**src/rtl/esn_pkg.sv**
```systemverilog
// Shared types and helpers for the ESN row multiplier datapath.
package esn_pkg;

  typedef enum logic [1:0] {
    IDLE  = 2'd0,
    RUN   = 2'd1,
    DRAIN = 2'd2
  } esnState_t;

  function automatic int prodWidth(input int dataWidth, input int weightWidth);
    return dataWidth + weightWidth - 1;
  endfunction

  function automatic int clog2(input int value);
    for (int w = 0; w < 31; w++) begin
      if ((1 << w) >= value) return w;
    end
    return 31;
  endfunction

endpackage

```
**src/rtl/esn_mul_sat.sv**
```systemverilog
// One signed state*weight product reduced to demention bits.
// ESN_PROD_SAT_EN: saturate the single overflowing product instead of wrapping.
module esn_mul_sat
  import esn_pkg::*;
#(
  parameter int data_width = 3,
  parameter int weight_size = 2,
  localparam int demention = prodWidth(data_width, weight_size)
) (
  input  logic signed [data_width-1:0]  iA,
  input  logic signed [weight_size-1:0] iB,
  output logic        [demention-1:0]   oP
);

  logic signed [demention:0] full;

  assign full = (demention + 1)'(iA) * (demention + 1)'(iB);

`ifdef ESN_PROD_SAT_EN
  // Only min*min overflows, landing on +2^(D-1): the top two bits then disagree.
  assign oP = (full[demention] != full[demention-1]) ?
              {1'b0, {(demention-1){1'b1}}} : full[demention-1:0];
`else
  logic unusedTop;
  assign unusedTop = full[demention];
  assign oP = full[demention-1:0];
`endif

endmodule

```
**src/rtl/esn_row_multiplier.sv**
```systemverilog
// Holds the reservoir weight matrix, latches a state vector and streams one
// row of element-wise products per transfer to the normaliser adder tree.
module esn_row_multiplier
  import esn_pkg::*;
#(
  parameter int data_width = 3,
  parameter int weight_size = 2,
  parameter int reservoir_size = 4,
  localparam int demention = prodWidth(data_width, weight_size),
  localparam int rowW = clog2(reservoir_size),
  localparam int addrW = clog2(reservoir_size * reservoir_size)
) (
  input  logic                                iClk,
  input  logic                                iRst,
  input  logic                                iWeWr,
  input  logic [addrW-1:0]                    iWeAddr,
  input  logic signed [weight_size-1:0]       iWeData,
  input  logic                                iStart,
  input  logic [data_width*reservoir_size-1:0] iState,
  output logic                                oBusy,
  output logic [demention*reservoir_size-1:0] oData,
  output logic                                oValid,
  input  logic                                iReady,
  output logic [rowW-1:0]                     oRow,
  output logic                                oLast
);

  localparam int N = reservoir_size;

  esnState_t state, nextState;
  logic [rowW-1:0] rowCnt;
  logic signed [weight_size-1:0] weights [N*N];
  logic signed [data_width-1:0] stateLat [N];
  logic [demention*N-1:0] prodVec;
  logic accept;
  logic load;

  assign accept = (state == IDLE) && iStart;
  assign load   = (state == RUN) && (!oValid || iReady);
  assign oBusy  = (state != IDLE);

  always_ff @(posedge iClk or posedge iRst) begin
    if (iRst) state <= IDLE;
    else      state <= nextState;
  end

  always_comb begin
    nextState = state;
    case (state)
      IDLE:    if (iStart) nextState = RUN;
      RUN:     if (load && (rowCnt == rowW'(N - 1))) nextState = DRAIN;
      DRAIN:   if (oValid && iReady && oLast) nextState = IDLE;
      default: nextState = IDLE;
    endcase
  end

  // W is frozen for the whole pass; writes outside IDLE are dropped.
  always_ff @(posedge iClk or posedge iRst) begin
    if (iRst) begin
      for (int i = 0; i < N * N; i++) weights[i] <= '0;
    end else if (iWeWr && (state == IDLE)) begin
      weights[iWeAddr] <= iWeData;
    end
  end

  always_ff @(posedge iClk or posedge iRst) begin
    if (iRst) begin
      for (int i = 0; i < N; i++) stateLat[i] <= '0;
      rowCnt <= '0;
    end else if (accept) begin
      for (int i = 0; i < N; i++) stateLat[i] <= iState[(i+1)*data_width-1 -: data_width];
      rowCnt <= '0;
    end else if (load) begin
      rowCnt <= rowCnt + rowW'(1);
    end
  end

  for (genvar g = 0; g < N; g++) begin : genMul
    localparam logic [rowW-1:0] colIdx = rowW'(g);
    esn_mul_sat #(
      .data_width (data_width),
      .weight_size(weight_size)
    ) uMul (
      .iA(stateLat[g]),
      .iB(weights[{rowCnt, colIdx}]),
      .oP(prodVec[(g+1)*demention-1 -: demention])
    );
  end

  always_ff @(posedge iClk or posedge iRst) begin
    if (iRst) begin
      oValid <= 1'b0;
      oData  <= '0;
      oRow   <= '0;
      oLast  <= 1'b0;
    end else if (load) begin
      oValid <= 1'b1;
      oData  <= prodVec;
      oRow   <= rowCnt;
      oLast  <= (rowCnt == rowW'(N - 1));
    end else if (oValid && iReady) begin
      oValid <= 1'b0;
    end
  end

endmodule

```
**config.mk**
```make
export PLATFORM = sky130hd
export DESIGN_NAME = esn_row_multiplier
export DESIGN_NICKNAME = d
export VERILOG_FILES = /design/src/rtl/esn_pkg.sv /design/src/rtl/esn_mul_sat.sv /design/src/rtl/esn_row_multiplier.sv
export SDC_FILE = /design/constraint.sdc
export NUM_CORES = 1
export LEC_CHECK = 0
export CAP_MARGIN = 0
export CORE_UTILIZATION = 25
export DETAILED_ROUTE_END_ITERATION = 12
export GPL_TIMING_DRIVEN = 0
export PLACE_DENSITY = 0.44
export SLEW_MARGIN = 40
export SYNTH_ARGS = -nofsm -noshare
export SYNTH_HDL_FRONTEND = slang
export SYNTH_SLANG_ARGS = --single-unit
```
**constraint.sdc**
```tcl
create_clock -name iClk -period 2.7 [get_ports iClk]
set_clock_uncertainty 0.2 [all_clocks]
set_input_delay 0.54 -clock iClk [delete_from_list [all_inputs] [get_ports iClk]]
set_output_delay 0.54 -clock iClk [all_outputs]
set_load 0.02 [all_outputs]
```
=== Yosys cells after proc, flatten, opt, wreduce, memory -nomap -nowiden ===
Index checks and enable logic that the tools add are counted.

* Register bits after elaboration: 68
* Latch bits: 0
* Memory bits (writable): 0
* ROM bits: 0
* Input port bits: 23
* Memories kept: 0

* Add/sub/neg operators: 1
* $mul: 4
* Divide/modulo/power cells: 0
* $lt $le $gt $ge: 6
* Equality and inequality tests: 6
* Shifts and indexed selects: 0
* Muxes and demuxes: 23
* Bitwise operators: 5
* Reductions and logical operators: 14

{| class="wikitable"
|+ Operators by type and width
! kind !! number
|-
| binary-select mux 2 bit (select 4 bit) || 4
|-
| bitwise mux 32 bit || 1
|-
| two-way mux 2 bit || 14
|-
| >= comparator 5 bit (second input constant) || 5
|-
| inverter 4 -> 5 bit || 5
|-
| multiplier 3 x 2 -> 4 bit || 4
|-
| demux 2 bit (select 4 bit) || 1
|-
| logical AND 1 bit || 7
|-
| case mux 2 bit (3 select lines) || 1
|-
| nonzero test 2 bit || 3
|-
| less-than comparator 5 x 1 -> 1 bit (second input constant) || 1
|-
| == test 2 bit (second input constant) || 2
|-
| inequality test 2 bit (second input constant) || 2
|-
| AND reduction 3 bit || 1
|-
| adder 2 x 1 -> 2 bit (second input constant) || 1
|-
| == test 2 x 1 -> 1 bit (second input constant) || 1
|-
| zero test 2 bit || 1
|-
| two-way mux 1 bit || 2
|-
| inequality test 2 x 1 -> 1 bit (second input constant) || 1
|-
| zero test 1 bit || 1
|-
| logical OR 1 bit || 1
|}

=== Logic depth before layout (Yosys ltp) ===
Gate-level depths: netlist (run 1).

* Depth in word-level cells: 6
* Gate-level depth with buffers: 11
* Gate-level depth less buffers: 9

=== Modules after synthesis ===
A second synthesis (run 1) with hierarchy kept.

* Cells, all modules: 248
* Area, all modules: 3392.0 sq um

{| class="wikitable"
|+ Modules (own cells, without submodules)
! module !! times used !! cells an instance !! area each (sq um)
|-
| esn_row_multiplier || 1 || 192 || 2946.6
|-
| esn_mul_sat || 4 || 14 || 111.4
|}

=== Worst setup path after synthesis (run 1) ===
Ideal clock, no wire load.

* Path type: register -> register
* Start point: register rowCnt[0]
* End point: register oData[11]
* Setup time: 0.136 ns
* Arrival time: 2.449 ns
* Data required time: 2.364 ns
* Setup slack: -0.085 ns
* Stages on the path, launching flop included: 11
* Path buffers: 2
* Clock period less this slack: 2.785 ns
* Cell sequence: dfrtp_1 clkbuf_1 buf_2 mux2_2 or2_2 fa_1 inv_1 ha_1 xnor2_1 xnor2_1 a21oi_1

* Cells in the longest elaborated chain, start to end: 5

{| class="wikitable"
|+ RTL lines
! item !! RTL line !! RTL
|-
| start, declared || esn_row_multiplier.sv:31 || <nowiki>logic [rowW-1:0] rowCnt;</nowiki>
|-
| start signal, assigned || esn_row_multiplier.sv:74 || <nowiki>rowCnt <= rowCnt + rowW'(1);</nowiki>
|-
| inverter 4 -> 5 bit (implied by the code) || esn_row_multiplier.sv:85 || <nowiki>.iB(weights[{rowCnt, colIdx}]),</nowiki>
|-
| binary-select mux 2 bit (select 4 bit) || esn_row_multiplier.sv:85 ||
|-
| two-way mux 2 bit (implied by the code) (2 in series) || esn_row_multiplier.sv:85 ||
|-
| multiplier 3 x 2 -> 4 bit || esn_mul_sat.sv:17 || <nowiki>assign full = (demention + 1)'(iA) * (demention + 1)'(iB);</nowiki>
|-
| end signal, assigned || esn_row_multiplier.sv:98 || <nowiki>oData <= prodVec;</nowiki>
|-
| end, declared || esn_row_multiplier.sv:21 || <nowiki>output logic [demention*reservoir_size-1:0] oData,</nowiki>
|}

Every way passes these cells. The select of a mux whose other input is x is not followed.
A chain may end at the register's enable or synchronous reset.

=== Final worst setup path (run 1) ===
* Start point: register rowCnt[1]
* End point: register oData[11]

The elaborated chain is that of the path after synthesis.

==> impl_metrics.toml, run 1 <==
[placement]
hpwl_um = 5518
pre_cts_slack_ns = -0.1928
gp_congestion = 0.7076
io_buffers = 41
place_area_mm2 = 0.004074
dp.cells = 489

[final_layout]
design_area_mm2 = 0.004603
fin_util = 0.3476
final_cells = 512
final_nets = 368
layout-drive-gt1-share = 0.3452
syn_to_final_growth_pct = 35.11
antenna_cells = 0

[synthesis]
synthDominantCellAreaShare = 0.4994
synth.most_common_cell = "dfrtp_1"
seq_area_frac_synth = 0.4994
async_flop_share = 1.000
synth.area.top_cells = "dfrtp_1 50%, mux2_2 19%, mux2i_1 6.2%, ha_1 3.3%, mux4_2 2.6%"
yosys.area.top_type = "dfrtp_1"
synthesis.area_mm2 = 0.003407
synth_cell_types = 29
syn_inst = 271
synth_nets = 307
ys_ff_latch = 68
synthTopCellsByCount = "68 x dfrtp_1, 56 x mux2_2, 23 x nor2_1"
synth_ff_type = "dfrtp_1"
syn-mean-instance-area_um2 = 12.57
synth-edff-count = 0
yosys_warnings = 0

[cts]
clkLatencyLatePin_ns = 0.32
htreeDepth = 3
root_buffer = "clkbuf_16"
cts_tree = "built"
clock_path_buffers = 2
cts_hold_buf = 0
cts_num_sinks = 68
clk_pin_slew_ns = 0.05
cts-buffers-inserted = 9

[grt]
antenna_found_initial = 0
track_usage = 0.1163
grt_pass1_vias = 2284
grt_overflow = 0
grt_pass1_wl_um = 12330
grt_max_degree = 49

[worst_setup_path]
path_cells = "buf_8 > buf_12 > buf_8 > mux2i_1 > mux2i_1 > nand2_1 > fa_2 > inv_1 > ha_2 > xnor2_2 > xnor2_2 > a21oi_1"
crit_fanout = 6
cp_top_family = "adder cells"
critPathBufInv = 4
cp.required_ns = 2.69
cp.arrival_ns = 2.60
cpMaxStageDelayCell = "dfrtp_1"
cp-end-kind = "flop"
path_class = "flop to flop"
slowest_delay_ns = 0.39
worstSetupStartpointType = "flop"

[routing]
drt_iter0_drc = 36
totalWireLength_um = 7582
vias = 2176
first_pass_iters = 4
viasPerCell = 4.250
postRouteAntennaNets = 0
routedWlPerCell_um = 14.81
drc = 0

[floorplanning]
die_area_mm2 = 0.01410
die_h_um = 118.7
coreArea_mm2 = 0.01324
fp.dieW_um = 118.7
initial_core_util = 0.2573
fp-row-count = 42
num_io_pins = 44

[flow_run]
cap_violations = 0

[pwr]
powerDensity_mw_per_mm2 = 1156
power.leakage_nw = 1.960
vdd_ir_drop_max_uv = 320.1

[timing]
finalMaxSlewViolations = 0
tightest_slew_ns = 0.5683
rsz0062_at_grt = "true"
setup_viol = 0
fin_hold_ws_ns = 0.3049
max_freq_mhz = 383.1
fin_ws_ns = 0.08999
hold_viol_final = 0
period_share = 0.9667
min_period_ns = 2.610
relSlewSlack = 0.6191

[min_path]
holdCritPathClass = "flop to flop"

[status]
status = "complete, no violations"
## layer usage
metal  vias to the layer above  part of all wire  GRT usage
met5                         -                 0          0
met4                         0             0.018    0.05459
met3                        11             0.034    0.02896
met2                        34              0.46     0.1769
met1                      1068              0.49     0.1544
li1                       1063                 -          -
## timing repair
action,4_1_cts,5_1_grt
cloned,0,0
pin swaps,6,8
setup buffers,9,1
resized for setup,16,23
endpoints found under the setup margin,7,6
## where the power goes
part           switching (mW)  internal, mW
clock                   0.412         0.734
sequential              0.281          1.45
combinational            1.11          1.33
## worst reg2reg max path: cells and delay by family (launching register included)
kind / cells / cell delay (ns)
buf+inv: 4 / 0.47
compound gates: 1 / 0.08
fa+ha+maj: 2 / 0.51
xor+xnor: 2 / 0.27
simple gates: 1 / 0.12
mux: 2 / 0.43
flops: 1 / 0.39
## state kept, by name, summed over array words and instances, names as in the netlist
register	count
oData	16
rowCnt	2
oRow	2
oLast	1
weights	32
state	2
oValid	1
stateLat	12
## per-stage QoR
stage	setup TNS, ns	power, mW
after global placement	-75.38	3.843
after floorplan	0	3.160
final	0	5.321
after global routing	-0.03574	5.715
after detailed placement	-0.8710	3.880
after CTS	-0.01100	5.251
## cell type report
class                   instances  area (um2)
plain buffers                  12       78.83
fillers                      1345        8640
inverters                      11       46.29
flip-flops and latches         68        1702
clock inverters                 2       35.03
well taps                     176       220.2
repair buffers                 51       525.5
multi-input cells             179        1745
clock buffers                  13       250.2
## logic make-up (layout without fill, tap and decap cells)
kind of cell,Yosys count,after routing,synth area share
multiplexers,81,81,0.2732
buffers and inverters,24,89,0.03452
AND/OR/NAND/NOR,62,62,0.08961
XOR/XNOR,9,9,0.02314
adder cells (fa/ha/maj),13,13,0.05656
flip-flops,68,68,0.4994
AO/OA/AOI/OAI,14,14,0.02350
## cell usage in the layout (no fill, tap or decap), drive strengths merged, types with 3 or more instances in the layout
cell / synthesis / final
nor2: 23 / 23
nor3: 3 / 3
o21ai: 4 / 4
nor2b: 3 / 3
clkbuf: 8 / 21
ha: 9 / 9
mux2: 56 / 56
buf: 5 / 14
or2: 3 / 3
mux4: 4 / 4
nand3: 7 / 7
nand2b: 3 / 3
clkdlybuf4s50: 0 / 41
fa: 4 / 4
a21oi: 7 / 7
xnor2: 9 / 9
dfrtp: 68 / 68
and2: 7 / 7
inv: 11 / 11
mux2i: 21 / 21
nand2: 10 / 10
## worst paths after layout
kind                                    startpoint                 endpoint  slack, ns  cells after the start
max in group asynchronous                     iRst      oRow[1]$_DFFE_PP0P_       1.47                      3
max reg2reg                  rowCnt[1]$_DFFE_PP0P_    oData[11]$_DFFE_PP0P_       0.09                     12
min in group asynchronous                     iRst  stateLat[9]$_DFFE_PP0P_       0.33                      2
min reg2reg                weights[21]$_DFFE_PP0P_  weights[21]$_DFFE_PP0P_       0.30                      1
max                          rowCnt[1]$_DFFE_PP0P_    oData[11]$_DFFE_PP0P_       0.09                     12
min                        weights[21]$_DFFE_PP0P_  weights[21]$_DFFE_PP0P_       0.30                      1
Note: power is estimated with default switching activity, not from simulation.
==> inputs of run 2 (changes only) <==
--- a/config.mk
+++ b/config.mk
@@ -8,8 +8,11 @@
 export CAP_MARGIN = 0
 export CORE_UTILIZATION = 25
 export DETAILED_ROUTE_END_ITERATION = 12
+export GPL_ROUTABILITY_DRIVEN = 0
 export GPL_TIMING_DRIVEN = 0
 export PLACE_DENSITY = 0.44
+export SETUP_SLACK_MARGIN = 0.4
+export SKIP_LAST_GASP = 1
 export SLEW_MARGIN = 40
 export SYNTH_ARGS = -nofsm -noshare
 export SYNTH_HDL_FRONTEND = slang
==> run 2 against run 1 <==
Routed wire length decreased by 0.24%. Non-clock buffer count up 3. Utilization increased by 0.50 points. Sequential share of layout area fell by 0.53 points. Global-route usage increased by 0.097 points. Maximum frequency about the same. Final cell count grew 0.78%. Die area is the same. Register-to-register slack barely moved. Count of clock-buffer cells in the layout up 2. Final area is 1.4% higher. Via count increased by 1.5%.
==> impl_metrics.toml, run 2 (synthesis gave the netlist of run 1 again) <==
[routing]
vias = 2209
routedWlPerCell_um = 14.66
drc = 0
postRouteAntennaNets = 0
first_pass_iters = 4
viasPerCell = 4.281
totalWireLength_um = 7564
drt_iter0_drc = 75

[grt]
grt_pass1_vias = 2180
track_usage = 0.1173
grt_overflow = 0
grt_pass1_wl_um = 12230
grt_max_degree = 24
antenna_found_initial = 0

[timing]
period_share = 0.9664
finalMaxSlewViolations = 0
tightest_slew_ns = 0.5869
min_period_ns = 2.609
setup_viol = 0
rsz0062_at_grt = "true"
relSlewSlack = 0.6066
setup_tns_ns = 0
hold_viol_final = 0
max_freq_mhz = 383.2

[pwr]
vdd_ir_drop_max_uv = 300.5
powerDensity_mw_per_mm2 = 1139
finalPower_mw = 5.320
power.leakage_nw = 1.994

[placement]
hpwl_um = 5642
place_area_mm2 = 0.004229
dp.cells = 491
io_buffers = 41

[worst_setup_path]
slowest_delay_ns = 0.40
cp-end-kind = "flop"
cp.required_ns = 2.70
critPathBufInv = 3
crit_fanout = 6
cp_top_family = "adder cells"
path_cells = "buf_8 > buf_12 > mux2i_2 > mux2_4 > or2_4 > fa_2 > inv_2 > ha_4 > xnor2_2 > xnor2_1 > a21oi_1"
cp.arrival_ns = 2.61
worstSetupStartpointType = "flop"
path_class = "flop to flop"
cpMaxStageDelayCell = "dfrtp_1"
rrSetupSlack_ns = 0.09

[cts]
clock_path_buffers = 2
cts_tree = "built"
cts-buffers-inserted = 9
root_buffer = "clkbuf_16"
clkLatencyLatePin_ns = 0.33
htreeDepth = 3
cts_num_sinks = 68
clk_pin_slew_ns = 0.05

[final_layout]
layout-drive-gt1-share = 0.3529
regMostFlops = "weights"
largest_reg_flops = 32
mostFrequentLayoutCells = "68 x dfrtp_1, 49 x mux2_2, 40 x clkdlybuf4s50_1, 20 x nor2_1, 14 x mux2i_1"
final_common_cell = "dfrtp_1"
syn_to_final_growth_pct = 37.05
final_nets = 371
final_cells = 516
fillers = 1356
antenna_cells = 0
top_regs = "weights: 32 flops, oData: 16 flops, stateLat: 12 flops"
design_area_mm2 = 0.004669

[floorplanning]
fp.dieW_um = 118.7
num_io_pins = 44
fp-row-count = 42
die_area_mm2 = 0.01410
die_h_um = 118.7
coreArea_mm2 = 0.01324
initial_core_util = 0.2573

[flow_run]
cap_violations = 0

[status]
status = "complete, no violations"

[min_path]
holdCritPathClass = "primary input to async pin"
## run 2: layout make-up
type	instances	area [um2]	share of cell area
multi-input combinational	179	1753	0.3754
sequential	68	1702	0.3644
timing repair buffer	53	576.8	0.1235
clock buffer	15	277.8	0.05949
tap	176	220.2	0.04716
buffer	13	90.09	0.01929
inverter	11	45.04	0.009646
clock inverter	1	5.005	0.001072
## run 2: report_power, final
group / internal [mW] / total, mW / leakage [nW] / switching, mW
Combinational: 1.35 / 2.46 / 0.984 / 1.11
Clock: 0.696 / 1.11 / 0.140 / 0.416
Sequential: 1.45 / 1.74 / 0.870 / 0.290
## run 2: metrics by stage
step	hold WS, ns	utilization	setup WS (ns)
2_1_floorplan	0.2786	-	0.2403
3_3_place_gp	0.2873	0.3131	-0.03639
3_5_place_dp	0.2931	0.3194	-0.04178
4_1_cts	0.2903	0.3473	0.06260
5_1_grt	0.3039	0.3526	-0.0003346
6_report	0.2970	0.3526	0.09067
## run 2: routing by layer
metal  GRT usage  vias up  wire length (um)
met5           0        -                 0
met4     0.04984        0               128
met3     0.03668       10               281
met2      0.1696       36              3376
met1      0.1604     1095              3778
li1            -     1068                 -
## run 2: repair_timing
action | 4_1_cts | 5_1_grt
setup endpoints to repair | 22 | 16
gates resized for setup | 12 | 8
buffers inserted | 6 | 2
pin swaps | 1 | 0
cloned | 0 | 1
hold buffers | 0 | 0
## run 2: final timing paths
check,start,to,cells after the start
max,rowCnt[1]$_DFFE_PP0P_,oData[3]$_DFFE_PP0P_,11
min,iRst,weights[25]$_DFFE_PP0P_,2
min in group iClk,weights[14]$_DFFE_PP0P_,weights[14]$_DFFE_PP0P_,1
max in group asynchronous,iRst,oData[5]$_DFFE_PP0P_,4
max reg2reg,rowCnt[1]$_DFFE_PP0P_,oData[3]$_DFFE_PP0P_,11
min reg2reg,weights[14]$_DFFE_PP0P_,weights[14]$_DFFE_PP0P_,1
==> inputs of run 3 (changes only) <==
--- a/config.mk
+++ b/config.mk
@@ -7,6 +7,7 @@
 export LEC_CHECK = 0
 export CAP_MARGIN = 0
 export CORE_UTILIZATION = 25
+export CTS_BUF_LIST = sky130_fd_sc_hd__clkbuf_8
 export DETAILED_ROUTE_END_ITERATION = 12
 export GPL_ROUTABILITY_DRIVEN = 0
 export GPL_TIMING_DRIVEN = 0
==> run 3 against run 2 <==
Combinational power shrank 2%. Critical path type unchanged. Final cell count decreased by 0.39%. Sequential cell count is the same. First-iteration DRC count shrank 16%. Register-to-register slack worse by 0.02 ns. Highest routed layer unchanged. Non-clock buffer count is 2 lower. Routed wire length fell by 0.59%.
==> impl_metrics.toml, run 3 (synthesis gave the netlist of run 1 again) <==
[final_layout]
final_cells = 514
largest_reg_flops = 32
mostFrequentLayoutCells = "68 x dfrtp_1, 49 x mux2_2, 40 x clkdlybuf4s50_1, 21 x nor2_1, 15 x mux2i_1"
seq_area_mm2 = 0.001702
multi_input_area_mm2 = 0.001744
fillers = 1357
final_common_cell = "dfrtp_1"
fin_util = 0.3418
antenna_cells = 0
design_area_mm2 = 0.004527
syn_to_final_growth_pct = 32.87
final_nets = 369
layout-drive-gt1-share = 0.3373
regMostFlops = "weights"
top_regs = "weights: 32 flops, oData: 16 flops, stateLat: 12 flops"

[grt]
track_usage = 0.1156
grt_overflow = 0
antenna_found_initial = 0
grt_pass1_vias = 2173
grt_max_degree = 24
grtUsageMet3 = 0.02220
met2_usage = 0.1678
busiest_layer = "met2"
grt.met1_usage = 0.1606
grt_pass1_wl_um = 12160

[routing]
viasPerCell = 4.300
drc = 0
totalWireLength_um = 7519
drt_iter0_drc = 63
first_pass_iters = 6
postRouteAntennaNets = 0
vias = 2210
routedWlPerCell_um = 14.63

[worst_setup_path]
cp_top_family = "adder cells"
path_class = "flop to flop"
cpMaxStageDelayCell = "dfrtp_1"
cp.required_ns = 2.71
cp.arrival_ns = 2.64
cp-end-kind = "flop"
critPathBufInv = 3
worstSetupStartpointType = "flop"
path_cells = "buf_8 > buf_12 > mux2i_2 > mux2_4 > or2_4 > fa_2 > inv_2 > ha_4 > xnor2_2 > xnor2_1 > a21oi_1"
slowest_delay_ns = 0.40
crit_fanout = 9

[status]
status = "complete, no violations"

[timing]
min_period_ns = 2.624
tightest_slew_ns = 0.5783
fin_ws_ns = 0.07564
finalMaxSlewViolations = 0
max_freq_mhz = 381.0
setup_viol = 0
setup_tns_ns = 0
rsz0062_at_grt = "true"
relSlewSlack = 0.6123
period_share = 0.9720
hold_viol_final = 0

[pwr]
powerDensity_mw_per_mm2 = 1086
power.leakage_nw = 1.949
vdd_ir_drop_max_uv = 241.0

[placement]
hpwl_um = 5642
place_area_mm2 = 0.004229
pre_cts_slack_ns = -0.04178
io_buffers = 41
dp.cells = 491

[cts]
htreeDepth = 3
clk_pin_slew_ns = 0.07
clock_path_buffers = 2
clkLatencyLatePin_ns = 0.34
root_buffer = "clkbuf_8"
cts_num_sinks = 68
cts_tree = "built"
cts_hold_buf = 0
cts-buffers-inserted = 9

[floorplanning]
num_io_pins = 44
fp.dieW_um = 118.7
die_h_um = 118.7
initial_core_util = 0.2573
coreArea_mm2 = 0.01324
fp-row-count = 42
die_area_mm2 = 0.01410

[flow_run]
cap_violations = 0

[min_path]
holdCritPathClass = "primary input to async pin"
==> run 3: changes by cell type in the layout (fill, tap and decap cells not counted), moves of 3 or more <==
| cell | delta |
|---|---|
| inv_1 | +4 |
| clkbuf_8 | +9 |
| clkbuf_1 | -3 |
| clkbuf_16 | -10 |
==> run 3: worst register-to-register path, delay by kind of cell (launching register included) <==
| family | cells | cell delay (ns) |
|---|---|---|
| flip-flops | 1 | 0.40 |
| XOR/XNOR | 2 | 0.26 |
| AND/OR/NAND/NOR | 1 | 0.25 |
| multiplexers | 2 | 0.46 |
| adder cells (fa/ha/maj) | 2 | 0.47 |
| AO/OA/AOI/OAI | 1 | 0.09 |
| buffers and inverters | 3 | 0.36 |
==> run 3: stage by stage <==
step | power (mW) | hold WS, ns
after CTS | 4.945 | 0.2608
after global routing | 5.287 | 0.2805
after global placement | 3.986 | 0.2873
after detailed placement | 4.032 | 0.2931
after floorplan | 3.296 | 0.2786
final | 4.916 | 0.2785
==> run 3: path summary, 6_finish.rpt <==
path / end / slack [ns] / from / cells after the start
setup / recovery: oData[3]$_DFFE_PP0P_ / 0.08 / rowCnt[1]$_DFFE_PP0P_ / 11
hold / removal: weights[25]$_DFFE_PP0P_ / 0.28 / iRst / 2
setup reg to reg: oData[3]$_DFFE_PP0P_ / 0.08 / rowCnt[1]$_DFFE_PP0P_ / 11
hold reg to reg: weights[14]$_DFFE_PP0P_ / 0.31 / weights[14]$_DFFE_PP0P_ / 1
max in group asynchronous: stateLat[3]$_DFFE_PP0P_ / 1.45 / iRst / 4
min in group iClk: weights[14]$_DFFE_PP0P_ / 0.31 / weights[14]$_DFFE_PP0P_ / 1
==> run 3: repair_timing <==
action	4_1_cts	5_1_grt
pin swaps	1	0
buffers inserted	5	2
endpoints found under the setup margin	21	15
cloned	0	0
resized for setup	11	5
==> run 3: cell type report <==
cell class | count | share of cell area
Inverter | 11 | 0.009950
Timing Repair Buffer | 51 | 0.1202
Multi-Input combinational cell | 179 | 0.3853
Clock inverter | 4 | 0.003593
Tap cell | 176 | 0.04865
Sequential cell | 68 | 0.3759
Buffer | 13 | 0.01990
Clock buffer | 12 | 0.03648
==> run 3: power by group <==
group / total [mW] / switching (mW) / internal (mW)
sequential: 1.74 / 0.286 / 1.45
clock: 0.776 / 0.378 / 0.398
combinational: 2.40 / 1.10 / 1.31
total: 4.92 / 1.76 / 3.16
==> run 3: metal layers <==
metal,wire (um),vias to the layer above
met5,0,-
met3,212,11
met2,3320,36
met1,3825,1102
li1,-,1061
met4,161,0
